## src/rtl/mem_burst_pkg.sv

```systemverilog
// Shared types and constants for the mem_burst_master slice.
package mem_burst_pkg;

  typedef enum logic [1:0] {
    ST_IDLE  = 2'd0,
    ST_WRITE = 2'd1,
    ST_READ  = 2'd2,
    ST_DRAIN = 2'd3
  } mem_burst_state_t;

  // Read-return FIFO depth; two entries cover the RAM read latency at full rate.
  localparam int RD_FIFO_DEPTH = 2;
  localparam int RD_PTR_W      = $clog2(RD_FIFO_DEPTH);
  localparam int RD_OCC_W      = $clog2(RD_FIFO_DEPTH + 1);

endpackage

```

## src/rtl/mem_burst_master_if.sv

```systemverilog
// Client command/data streams plus RAM port of the burst master.
// The master modport is the burst master's view; slave is the client/RAM side.
interface mem_burst_master_if #(
  parameter int ADDR_LINES = 10,
  parameter int LOC_SIZE   = 32,
  parameter int LEN_W      = 8
);
  logic                  cmd_valid;
  logic                  cmd_ready;
  logic                  cmd_wr;
  logic [ADDR_LINES-1:0] cmd_addr;
  logic [LEN_W-1:0]      cmd_len;

  logic                  wdata_valid;
  logic                  wdata_ready;
  logic [LOC_SIZE-1:0]   wdata;

  logic                  rdata_valid;
  logic                  rdata_ready;
  logic [LOC_SIZE-1:0]   rdata;

  logic                  busy;
  logic                  done;

  logic                  mem_en;
  logic                  mem_wr;
  logic [ADDR_LINES-1:0] mem_rd_addr;
  logic [ADDR_LINES-1:0] mem_wr_addr;
  logic [LOC_SIZE-1:0]   mem_wr_data;
  logic [LOC_SIZE-1:0]   mem_rd_data;

  modport master (
    input  cmd_valid, cmd_wr, cmd_addr, cmd_len,
    input  wdata_valid, wdata, rdata_ready, mem_rd_data,
    output cmd_ready, wdata_ready, rdata_valid, rdata, busy, done,
    output mem_en, mem_wr, mem_rd_addr, mem_wr_addr, mem_wr_data
  );

  modport slave (
    output cmd_valid, cmd_wr, cmd_addr, cmd_len,
    output wdata_valid, wdata, rdata_ready, mem_rd_data,
    input  cmd_ready, wdata_ready, rdata_valid, rdata, busy, done,
    input  mem_en, mem_wr, mem_rd_addr, mem_wr_addr, mem_wr_data
  );
endinterface

```

## src/rtl/mem_rd_skid.sv

```systemverilog
// Two-entry synchronous FIFO holding RAM read words until the client takes them.
// Head word is presented on dout and stays put until popped.
module mem_rd_skid
  import mem_burst_pkg::*;
#(
  parameter int W = 32
) (
  input  logic                clk,
  input  logic                clr,
  input  logic                push,
  input  logic                pop,
  input  logic [W-1:0]        din,
  output logic [W-1:0]        dout,
  output logic [RD_OCC_W-1:0] occ,
  output logic                valid
);
  logic [W-1:0]        slot_r [RD_FIFO_DEPTH];
  logic [RD_PTR_W-1:0] wr_ptr_r;
  logic [RD_PTR_W-1:0] rd_ptr_r;
  logic [RD_OCC_W-1:0] occ_r;
  logic                push_ok_s;
  logic                pop_ok_s;

  // Qualify push/pop so the FIFO can never over- or under-run.
  always_comb begin
    push_ok_s = push && ((occ_r != RD_OCC_W'(RD_FIFO_DEPTH)) || pop);
    pop_ok_s  = pop && (occ_r != {RD_OCC_W{1'b0}});
  end

  // Storage, pointers and occupancy; clear empties and zeroes everything.
  always_ff @(posedge clk) begin
    if (clr) begin
      for (int i = 0; i < RD_FIFO_DEPTH; i++) begin
        slot_r[i] <= {W{1'b0}};
      end
      wr_ptr_r <= {RD_PTR_W{1'b0}};
      rd_ptr_r <= {RD_PTR_W{1'b0}};
      occ_r    <= {RD_OCC_W{1'b0}};
    end else begin
      if (push_ok_s) begin
        slot_r[wr_ptr_r] <= din;
        wr_ptr_r         <= wr_ptr_r + RD_PTR_W'(1);
      end
      if (pop_ok_s) begin
        rd_ptr_r <= rd_ptr_r + RD_PTR_W'(1);
      end
      occ_r <= occ_r + RD_OCC_W'(push_ok_s) - RD_OCC_W'(pop_ok_s);
    end
  end

  // Head word and status.
  always_comb begin
    dout  = slot_r[rd_ptr_r];
    occ   = occ_r;
    valid = (occ_r != {RD_OCC_W{1'b0}});
  end
endmodule

```

## src/rtl/mem_burst_master.sv

```systemverilog
// Burst initiator for a one-write-port / registered-read-port RAM.
// Write bursts pass client words straight to the RAM; read bursts are issued
// against a credit so that at most two words are ever outstanding.
module mem_burst_master
  import mem_burst_pkg::*;
#(
  parameter int ADDR_LINES = 10,
  parameter int LOC_SIZE   = 32,
  parameter int LEN_W      = 8
) (
  input  logic               clk,
  input  logic               rst,
  mem_burst_master_if.master bus
);
  localparam int CREDIT_W = RD_OCC_W + 1;

  mem_burst_state_t      state_r;
  mem_burst_state_t      state_s;
  logic [ADDR_LINES-1:0] addr_r;
  logic [ADDR_LINES-1:0] addr_s;
  logic [LEN_W-1:0]      cnt_r;
  logic [LEN_W-1:0]      cnt_s;
  logic                  inflight_r;
  logic                  done_r;
  logic                  done_s;
  logic                  beat_s;
  logic                  issue_s;
  logic                  pop_s;
  logic [RD_OCC_W-1:0]   occ_s;
  logic [CREDIT_W-1:0]   credit_s;
  logic                  fifo_valid_s;
  logic [LOC_SIZE-1:0]   fifo_dout_s;

  // The RAM read word arrives the cycle after issue, which is when inflight_r is set.
  mem_rd_skid #(
    .W (LOC_SIZE)
  ) u_rd_skid (
    .clk   (clk),
    .clr   (rst),
    .push  (inflight_r),
    .pop   (pop_s),
    .din   (bus.mem_rd_data),
    .dout  (fifo_dout_s),
    .occ   (occ_s),
    .valid (fifo_valid_s)
  );

  // Words that will be held or arriving once this cycle's pop retires.
  always_comb begin
    pop_s    = fifo_valid_s && bus.rdata_ready && !rst;
    credit_s = CREDIT_W'(occ_s) + CREDIT_W'(inflight_r) - CREDIT_W'(pop_s);
  end

  // Next-state, address/count update and strobe decisions.
  always_comb begin
    state_s = state_r;
    addr_s  = addr_r;
    cnt_s   = cnt_r;
    done_s  = 1'b0;
    beat_s  = 1'b0;
    issue_s = 1'b0;
    case (state_r)
      ST_IDLE: begin
        if (bus.cmd_valid) begin
          addr_s = bus.cmd_addr;
          cnt_s  = bus.cmd_len;
          if (bus.cmd_wr) begin
            state_s = ST_WRITE;
          end else begin
            state_s = ST_READ;
          end
        end else begin
          state_s = ST_IDLE;
        end
      end
      ST_WRITE: begin
        if (bus.wdata_valid) begin
          beat_s = 1'b1;
          addr_s = addr_r + ADDR_LINES'(1);
          cnt_s  = cnt_r - LEN_W'(1);
          if (cnt_r == {LEN_W{1'b0}}) begin
            state_s = ST_IDLE;
            done_s  = 1'b1;
          end else begin
            state_s = ST_WRITE;
          end
        end else begin
          state_s = ST_WRITE;
        end
      end
      ST_READ: begin
        if (credit_s < CREDIT_W'(RD_FIFO_DEPTH)) begin
          issue_s = 1'b1;
          addr_s  = addr_r + ADDR_LINES'(1);
          cnt_s   = cnt_r - LEN_W'(1);
          if (cnt_r == {LEN_W{1'b0}}) begin
            state_s = ST_DRAIN;
          end else begin
            state_s = ST_READ;
          end
        end else begin
          state_s = ST_READ;
        end
      end
      ST_DRAIN: begin
        // Leave as the last word is popped so done lands right after it.
        if (credit_s == {CREDIT_W{1'b0}}) begin
          state_s = ST_IDLE;
          done_s  = 1'b1;
        end else begin
          state_s = ST_DRAIN;
        end
      end
      default: begin
        state_s = ST_IDLE;
      end
    endcase
  end

  // State, address, count, inflight and done registers.
  always_ff @(posedge clk) begin
    if (rst) begin
      state_r    <= ST_IDLE;
      addr_r     <= {ADDR_LINES{1'b0}};
      cnt_r      <= {LEN_W{1'b0}};
      inflight_r <= 1'b0;
      done_r     <= 1'b0;
    end else begin
      state_r    <= state_s;
      addr_r     <= addr_s;
      cnt_r      <= cnt_s;
      inflight_r <= issue_s;
      done_r     <= done_s;
    end
  end

  // Drive the bus; everything is forced quiet while rst is high.
  always_comb begin
    bus.cmd_ready   = !rst && (state_r == ST_IDLE);
    bus.wdata_ready = !rst && (state_r == ST_WRITE);
    bus.rdata_valid = !rst && fifo_valid_s;
    bus.rdata       = fifo_dout_s;
    bus.busy        = (state_r != ST_IDLE);
    bus.done        = done_r;
    bus.mem_en      = !rst && (beat_s || issue_s);
    bus.mem_wr      = !rst && beat_s;
    bus.mem_rd_addr = addr_r;
    bus.mem_wr_addr = addr_r;
    if (!rst && beat_s) begin
      bus.mem_wr_data = bus.wdata;
    end else begin
      bus.mem_wr_data = {LOC_SIZE{1'b0}};
    end
  end
endmodule

```

## src/flat_wrapper.sv

```systemverilog
// flat-port wrapper written by rule: the top's interface ports become plain ports
module mem_burst_master_flat import mem_burst_pkg::*;
#(
  parameter int ADDR_LINES = 10,
  parameter int LOC_SIZE   = 32,
  parameter int LEN_W      = 8
)
  (clk, rst, bus_cmd_valid, bus_cmd_wr, bus_cmd_addr, bus_cmd_len, bus_wdata_valid, bus_wdata, bus_rdata_ready, bus_mem_rd_data, bus_cmd_ready, bus_wdata_ready, bus_rdata_valid, bus_rdata, bus_busy, bus_done, bus_mem_en, bus_mem_wr, bus_mem_rd_addr, bus_mem_wr_addr, bus_mem_wr_data);
  mem_burst_master_if #(.ADDR_LINES(ADDR_LINES), .LOC_SIZE(LOC_SIZE), .LEN_W(LEN_W)) bus_i ();
  input  logic clk;
  input  logic rst;
  input wire logic [$bits(bus_i.cmd_valid)-1:0] bus_cmd_valid;
  input wire logic [$bits(bus_i.cmd_wr)-1:0] bus_cmd_wr;
  input wire logic [$bits(bus_i.cmd_addr)-1:0] bus_cmd_addr;
  input wire logic [$bits(bus_i.cmd_len)-1:0] bus_cmd_len;
  input wire logic [$bits(bus_i.wdata_valid)-1:0] bus_wdata_valid;
  input wire logic [$bits(bus_i.wdata)-1:0] bus_wdata;
  input wire logic [$bits(bus_i.rdata_ready)-1:0] bus_rdata_ready;
  input wire logic [$bits(bus_i.mem_rd_data)-1:0] bus_mem_rd_data;
  output wire logic [$bits(bus_i.cmd_ready)-1:0] bus_cmd_ready;
  output wire logic [$bits(bus_i.wdata_ready)-1:0] bus_wdata_ready;
  output wire logic [$bits(bus_i.rdata_valid)-1:0] bus_rdata_valid;
  output wire logic [$bits(bus_i.rdata)-1:0] bus_rdata;
  output wire logic [$bits(bus_i.busy)-1:0] bus_busy;
  output wire logic [$bits(bus_i.done)-1:0] bus_done;
  output wire logic [$bits(bus_i.mem_en)-1:0] bus_mem_en;
  output wire logic [$bits(bus_i.mem_wr)-1:0] bus_mem_wr;
  output wire logic [$bits(bus_i.mem_rd_addr)-1:0] bus_mem_rd_addr;
  output wire logic [$bits(bus_i.mem_wr_addr)-1:0] bus_mem_wr_addr;
  output wire logic [$bits(bus_i.mem_wr_data)-1:0] bus_mem_wr_data;
  assign bus_i.cmd_valid = bus_cmd_valid;
  assign bus_i.cmd_wr = bus_cmd_wr;
  assign bus_i.cmd_addr = bus_cmd_addr;
  assign bus_i.cmd_len = bus_cmd_len;
  assign bus_i.wdata_valid = bus_wdata_valid;
  assign bus_i.wdata = bus_wdata;
  assign bus_i.rdata_ready = bus_rdata_ready;
  assign bus_i.mem_rd_data = bus_mem_rd_data;
  assign bus_cmd_ready = bus_i.cmd_ready;
  assign bus_wdata_ready = bus_i.wdata_ready;
  assign bus_rdata_valid = bus_i.rdata_valid;
  assign bus_rdata = bus_i.rdata;
  assign bus_busy = bus_i.busy;
  assign bus_done = bus_i.done;
  assign bus_mem_en = bus_i.mem_en;
  assign bus_mem_wr = bus_i.mem_wr;
  assign bus_mem_rd_addr = bus_i.mem_rd_addr;
  assign bus_mem_wr_addr = bus_i.mem_wr_addr;
  assign bus_mem_wr_data = bus_i.mem_wr_data;
  mem_burst_master #(.ADDR_LINES(ADDR_LINES), .LOC_SIZE(LOC_SIZE), .LEN_W(LEN_W)) u_core (.clk(clk), .rst(rst), .bus(bus_i));
endmodule
```

## config.mk

```make
export PLATFORM = sky130hd
export DESIGN_NAME = mem_burst_master_flat
export DESIGN_NICKNAME = d
export VERILOG_FILES = /design/src/rtl/mem_burst_pkg.sv /design/src/rtl/mem_burst_master_if.sv /design/src/rtl/mem_rd_skid.sv /design/src/rtl/mem_burst_master.sv /design/src/flat_wrapper.sv
export SDC_FILE = /design/constraint.sdc
export NUM_CORES = 1
export LEC_CHECK = 0
export ABC_AREA = 1
export CORE_ASPECT_RATIO = 0.6
export CORE_MARGIN = 3
export CORE_UTILIZATION = 48
export DETAILED_ROUTE_END_ITERATION = 10
export PLACE_DENSITY_LB_ADDON = 0.3
export SYNTH_ARGS = -nofsm -noshare
export SYNTH_HDL_FRONTEND = slang
export SYNTH_SLANG_ARGS = --single-unit
```

## constraint.sdc

```tcl
create_clock -name clk -period 5.1 [get_ports clk]
set_input_delay 0.51 -clock clk [delete_from_list [all_inputs] [get_ports clk]]
set_output_delay 0.51 -clock clk [all_outputs]
set_load 0.02 [all_outputs]
```

# [Word level (Yosys, flattened, before mapping)]
# Memories as Yosys holds them, arrays and structs flattened. A register that Yosys moved wholly into a read port is not among the register bits.
# Cells that the tools add are included.
[word_totals] output_inout_bits=91 wordCells=80 register_bits=26 memories=1 mem_bits_rw=64 input_bits=88
[memory_table] name="u_core.u_rd_skid.slot_r" words=2 width=32 read_ports=1 rd_clocked_by_memory_dff=1 write_ports=2 line="mem_rd_skid.sv:17" source="logic [W-1:0] slot_r [RD_FIFO_DEPTH];"
[op_classes] addsub=8 n_eq_ne=7 mux=35 n_reduce_logical=20 magnitude_cmp=1
[ops] cell="2-to-1 mux 32 bit" count=2
[ops] cell="OR reduction 32 bit" count=1
[ops] cell="2-to-1 mux 10 bit" count=3
[ops] cell="one-hot mux 10 bit (3 select lines)" count=1
[ops] cell="2-to-1 mux 8 bit" count=3
[ops] cell="one-hot mux 8 bit (3 select lines)" count=1
[ops] cell="2-to-1 mux 1 bit" count=20
[ops] cell="adder 10 x 1 -> 10 bit (second input constant)" count=1
[ops] cell="logical AND 1 bit" count=9
[ops] cell="zero test 8 bit" count=1
[ops] cell="one-hot mux 2 bit (4 select lines)" count=1
[ops] cell="subtractor 8 x 1 -> 8 bit (second input constant)" count=1
[ops] cell="2-to-1 mux 2 bit" count=3
[ops] cell="inequality test 2 bit (second input constant)" count=3
[ops] cell="equality test 2 bit (second input constant)" count=2
[ops] cell="AND reduction 4 bit" count=1
[ops] cell="nonzero test 2 bit" count=2
[ops] cell="adder 2 x 1 -> 3 bit" count=1
[ops] cell="zero test 3 bit" count=1
[ops] cell="less-than comparator 3 x 2 -> 1 bit (second input constant)" count=1
[ops] cell="nonzero test 3 bit" count=1
[ops] cell="subtractor 3 x 1 -> 3 bit" count=1
[ops] cell="adder 1 bit (second input constant)" count=2
[ops] cell="adder 2 x 1 -> 2 bit" count=1
[ops] cell="other kinds (7)" count=8

# [Depth between registers and ports, before layout]
[logic_depth] depth_word=10 depth_mapped=17 mapped_depth_nobuf=17

# [By module]
# Synthesis repeated with hierarchy kept, for this count alone.
[hier_totals] hier_cells=581 hier_area_um2=5026.1
[by_module_without_submodules] mod="mem_rd_skid" cells_per_inst=241 n_inst=1 area_per_inst_um2=3088.0 seq_area_each_um2=2021.9
[by_module_without_submodules] mod="mem_burst_master" cells_per_inst=340 n_inst=1 area_per_inst_um2=1938.1 seq_area_each_um2=440.4

# [Least setup slack after synthesis]
# OpenSTA, ideal clock, no wires.
[synth_timing] kind="input-to-output" start="in rst" end="out bus_mem_en" t_required_ps=4590 setup_slack_ps=1879 n_path_buf=1 stages=13 t_arrival_ps=2711 path_cell_list="buf_2 > a21oi_4 > nand2_2 > inv_1 > ha_1 > inv_1 > ha_1 > fa_1 > inv_1 > nand2_1 > nor3_1 > inv_1 > o21ai_0"
[synth_between] elab_chain_len=8
[synth_rtl] element="start, declared" line="flat_wrapper.sv:11" source="input logic rst;"
[synth_rtl] element="zero test 1 bit (*)" line="mem_burst_master.sv:50, mem_burst_master.sv:145"
[synth_rtl] element="logical AND 1 bit" line="mem_burst_master.sv:50" source="pop_s = fifo_valid_s && bus.rdata_ready && !rst;"
[synth_rtl] element="subtractor 3 x 1 -> 3 bit" line="mem_burst_master.sv:51" source="credit_s = CREDIT_W'(occ_s) + CREDIT_W'(inflight_r) - CREDIT_W'(pop_s);"
[synth_rtl] element="less-than comparator 3 x 2 -> 1 bit" line="mem_burst_master.sv:92" source="if (credit_s < CREDIT_W'(RD_FIFO_DEPTH)) begin"
[synth_rtl] element="2-to-1 mux 1 bit" line="mem_burst_master.sv:92"
[synth_rtl] element="2-to-1 mux 1 bit" line="mem_burst_master.sv:62" source="case (state_r)"
[synth_rtl] element="logical OR 1 bit" line="mem_burst_master.sv:145" source="bus.mem_en = !rst && (beat_s || issue_s);"
[synth_rtl] element="logical AND 1 bit (*)" line="mem_burst_master.sv:145"
[synth_rtl] element="end, declared" line="flat_wrapper.sv:26" source="output wire logic [$bits(bus_i.mem_en)-1:0] bus_mem_en;"
# Every way passes the cells marked *; elsewhere a longest branch is shown, timed or not.

# [Worst setup path in the final report]
# Ends and elaborated chain as after synthesis.

==> impl_metrics.yaml <==
outcome:
  status: "finished, final reports clean"
layout:
  fin_area_sq_um: 6890
  seqCellArea_sq_um: 2460
  fin_util_pct: 72.8
  fill_cells: 691
  drive_above_1_share_pct: 9.89
  multiInputGateArea_sq_um: 1790
  final_common_cell: "clkdlybuf4s50_1"
  fin_nets: 823
  synthToLayoutAreaGrowth_pct: 42.7
  instances_no_fill: 858
  num_antenna_cells: 0
  layout_common_cells: "178 x clkdlybuf4s50_1, 125 x nor2_1, 99 x inv_1, 72 x nand2_1, 64 x edfxtp_1"
routing:
  firstDrtPassIters: 4
  antenna_left: 0
  drt-total-wl_microns: 12300
  vias: 4202
  remaining_drc_errors: 0
  drt_iter0_drc: 222
  wire_per_inst_microns: 14.3
  vias_per_cell: 4.90
global_route:
  grt_pass1_vias: 4254
  antenna_found_initial: 0
  grt_usage_pct: 22.2
  grt_start_max_net_pins: 35
  grt_pass1_wl_microns: 20200
  overflow: 0
setup_path:
  crit_path_end_kind: "output pin"
  crit_path_max_fanout: 4
  worstPathRequired_ps: 4590
  critical_path_class: "in2out"
  critPathArrivalTime_ps: 3490
  start_kind: "input pin"
clock_network:
  path_clk_slew_ps: 60
  cts_buffers: 9
  cts_resized: 0
  cts_buffer_depth: 2
  cts_sinks: 91
  cts_setup_buffers: 0
  cts-root-buf: "clkbuf_16"
  cts_tree: "yes"
  worst_skew_pair.late_latency_ps: 340
  cts_hold_buffers: 0
  h-tree-depth: 3
timing:
  timing.final.ws_setup_ps: 1100
  relSlewSlack_pct: 31.9
  whs_ps: 489
  post-route-min-period_ps: 4000
  fmax_mhz: 250
  timing.final.max_slew_violations: 0
  fin_worst_skew_ps: 4.97
  worstMarginPinSlew_ps: 1020
  tns_ps: 0
  rsz0062_at_grt: "no"
  hold_viol_final: 0
  setup-violations-final: 0
  period_share_pct: 78.4
floorplan:
  coreArea_sq_um: 9460
  fp.dieArea_sq_um: 11300
  die_h_microns: 83.7
  start_util_pct: 51.0
  dieWidth_microns: 135
  rows: 27
  top_level_ports: 179
pwr:
  p_per_area_nw_per_um2: 268
  net-switching-power_mw: 0.499
  seq_power_share_pct: 46.6
  ir_drop_mv: 0.159
  power_frac_comb_pct: 21.6
  clockPowerShare_pct: 31.8
  swShare_pct: 27.0
  leakagePower_nw: 3.01
  p_total_mw: 1.85
  internal_power_mw: 1.35
placement:
  place_inst: 842
  io_buffers: 178
  globalplace.congestion: 0.854
  dp_slack_ps: 1140
  dpl-instance-area_sq_um: 6620
  dpl.hpwl_microns: 8910
run:
  cap_violations: 0
logic_synthesis:
  seq_area_frac_synth_pct: 51.0
  syn_nets: 660
  ys_warn_count: 0
  ys_ff_latch: 91
  synth_area_sq_um: 4820
  synthDistinctLibCells: 30
  synthCells: 560
  syn_avg_cell_area_sq_um: 8.62
worst_hold_path:
  hold_class: "reg2reg"
[synth_stat cells (all sizes together)]
cell / instances / area share [%]
inv: 101 / 7.9
nor3: 3 / 0.31
or2: 2 / 0.26
xor2: 2 / 0.36
nand3: 24 / 2.6
edfxtp: 64 / 40
nand2: 76 / 6.1
fa: 1 / 0.41
mux2: 32 / 7.5
ha: 11 / 2.9
dfxtp: 27 / 11
o21ai: 21 / 2.2
nand3b: 3 / 0.47
nand4: 2 / 0.26
o22ai: 2 / 0.26
buf: 22 / 3.2
nor2: 136 / 11
clkbuf: 10 / 0.78
clkinv: 1 / 0.078
a21oi: 19 / 2.2
o32ai: 1 / 0.18
[area by class of cell]
| type | instances | area share (%) |
|---|---|---|
| clock buffer | 10 | 3.33 |
| clock inverter | 6 | 0.472 |
| inverter | 102 | 5.56 |
| multi-input combinational | 335 | 26.0 |
| sequential | 91 | 35.8 |
| tap | 130 | 2.36 |
| timing repair buffer | 184 | 26.5 |
[path summary, 6_finish.rpt]
| check | start | cells after the start | slack (ps) | to |
|---|---|---|---|---|
| worst max-delay path | rst | 14 | 1100 | bus_mem_en |
| worst min-delay path | u_core.cnt_r[1] | 2 | 490 | u_core.cnt_r[1] |
| worst max register to register | u_core.u_rd_skid.occ[1] | 16 | 2150 | u_core.bus.mem_rd_addr[5] |
| worst min register to register | u_core.cnt_r[1] | 2 | 490 | u_core.cnt_r[1] |
[registers in the layout (all words and copies together), names as in the netlist, 2 cells and up, named ones only]
name                     flops
u_core.state_r               2
u_core.u_rd_skid.occ         2
u_core.bus.mem_rd_addr      10
u_core.u_rd_skid.slot_r     64
u_core.cnt_r                 8
[critical path, cell delays in order]
cell,delay (ps)
clkdlybuf4s50_1,530
a21oi_4,40
nand2_2,100
inv_1,60
ha_1,270
inv_1,40
ha_1,190
fa_1,470
inv_1,70
nand2_1,70
nor3_1,200
inv_1,80
o21ai_0,190
clkdlybuf4s50_1,660
[per-layer routing]
layer  global-route usage (%)  share of wire (%)  up-vias
li1                         -                  -     2073
met1                     27.4                 42     1970
met2                     37.7                 49      144
met3                     6.99                7.5       15
met4                     6.04                1.4        0
met5                        0                  0        -
[power groups by stage]
stage,combinational (mW),clock (mW),sequential [mW]
2_1_floorplan,0.216,0,0.879
3_3_place_gp,0.388,0,0.871
3_5_place_dp,0.399,0,0.875
4_1_cts,0.402,0.598,0.860
5_1_grt,0.437,0.632,0.866
6_report,0.400,0.586,0.860
[cell families (layout without fill, tap and decap cells)]
logic type / after synthesis / in the layout / synth area share, %
multiplexers: 32 / 32 / 7.47
AO/OA/AOI/OAI: 43 / 43 / 4.82
buffers and inverters: 134 / 302 / 11.9
adder cells (fa/ha/maj): 12 / 12 / 3.27
XOR/XNOR: 2 / 2 / 0.363
flip-flops: 91 / 91 / 51.0
AND/OR/NAND/NOR: 246 / 246 / 21.2
Note: power is estimated with default switching activity, not from simulation.
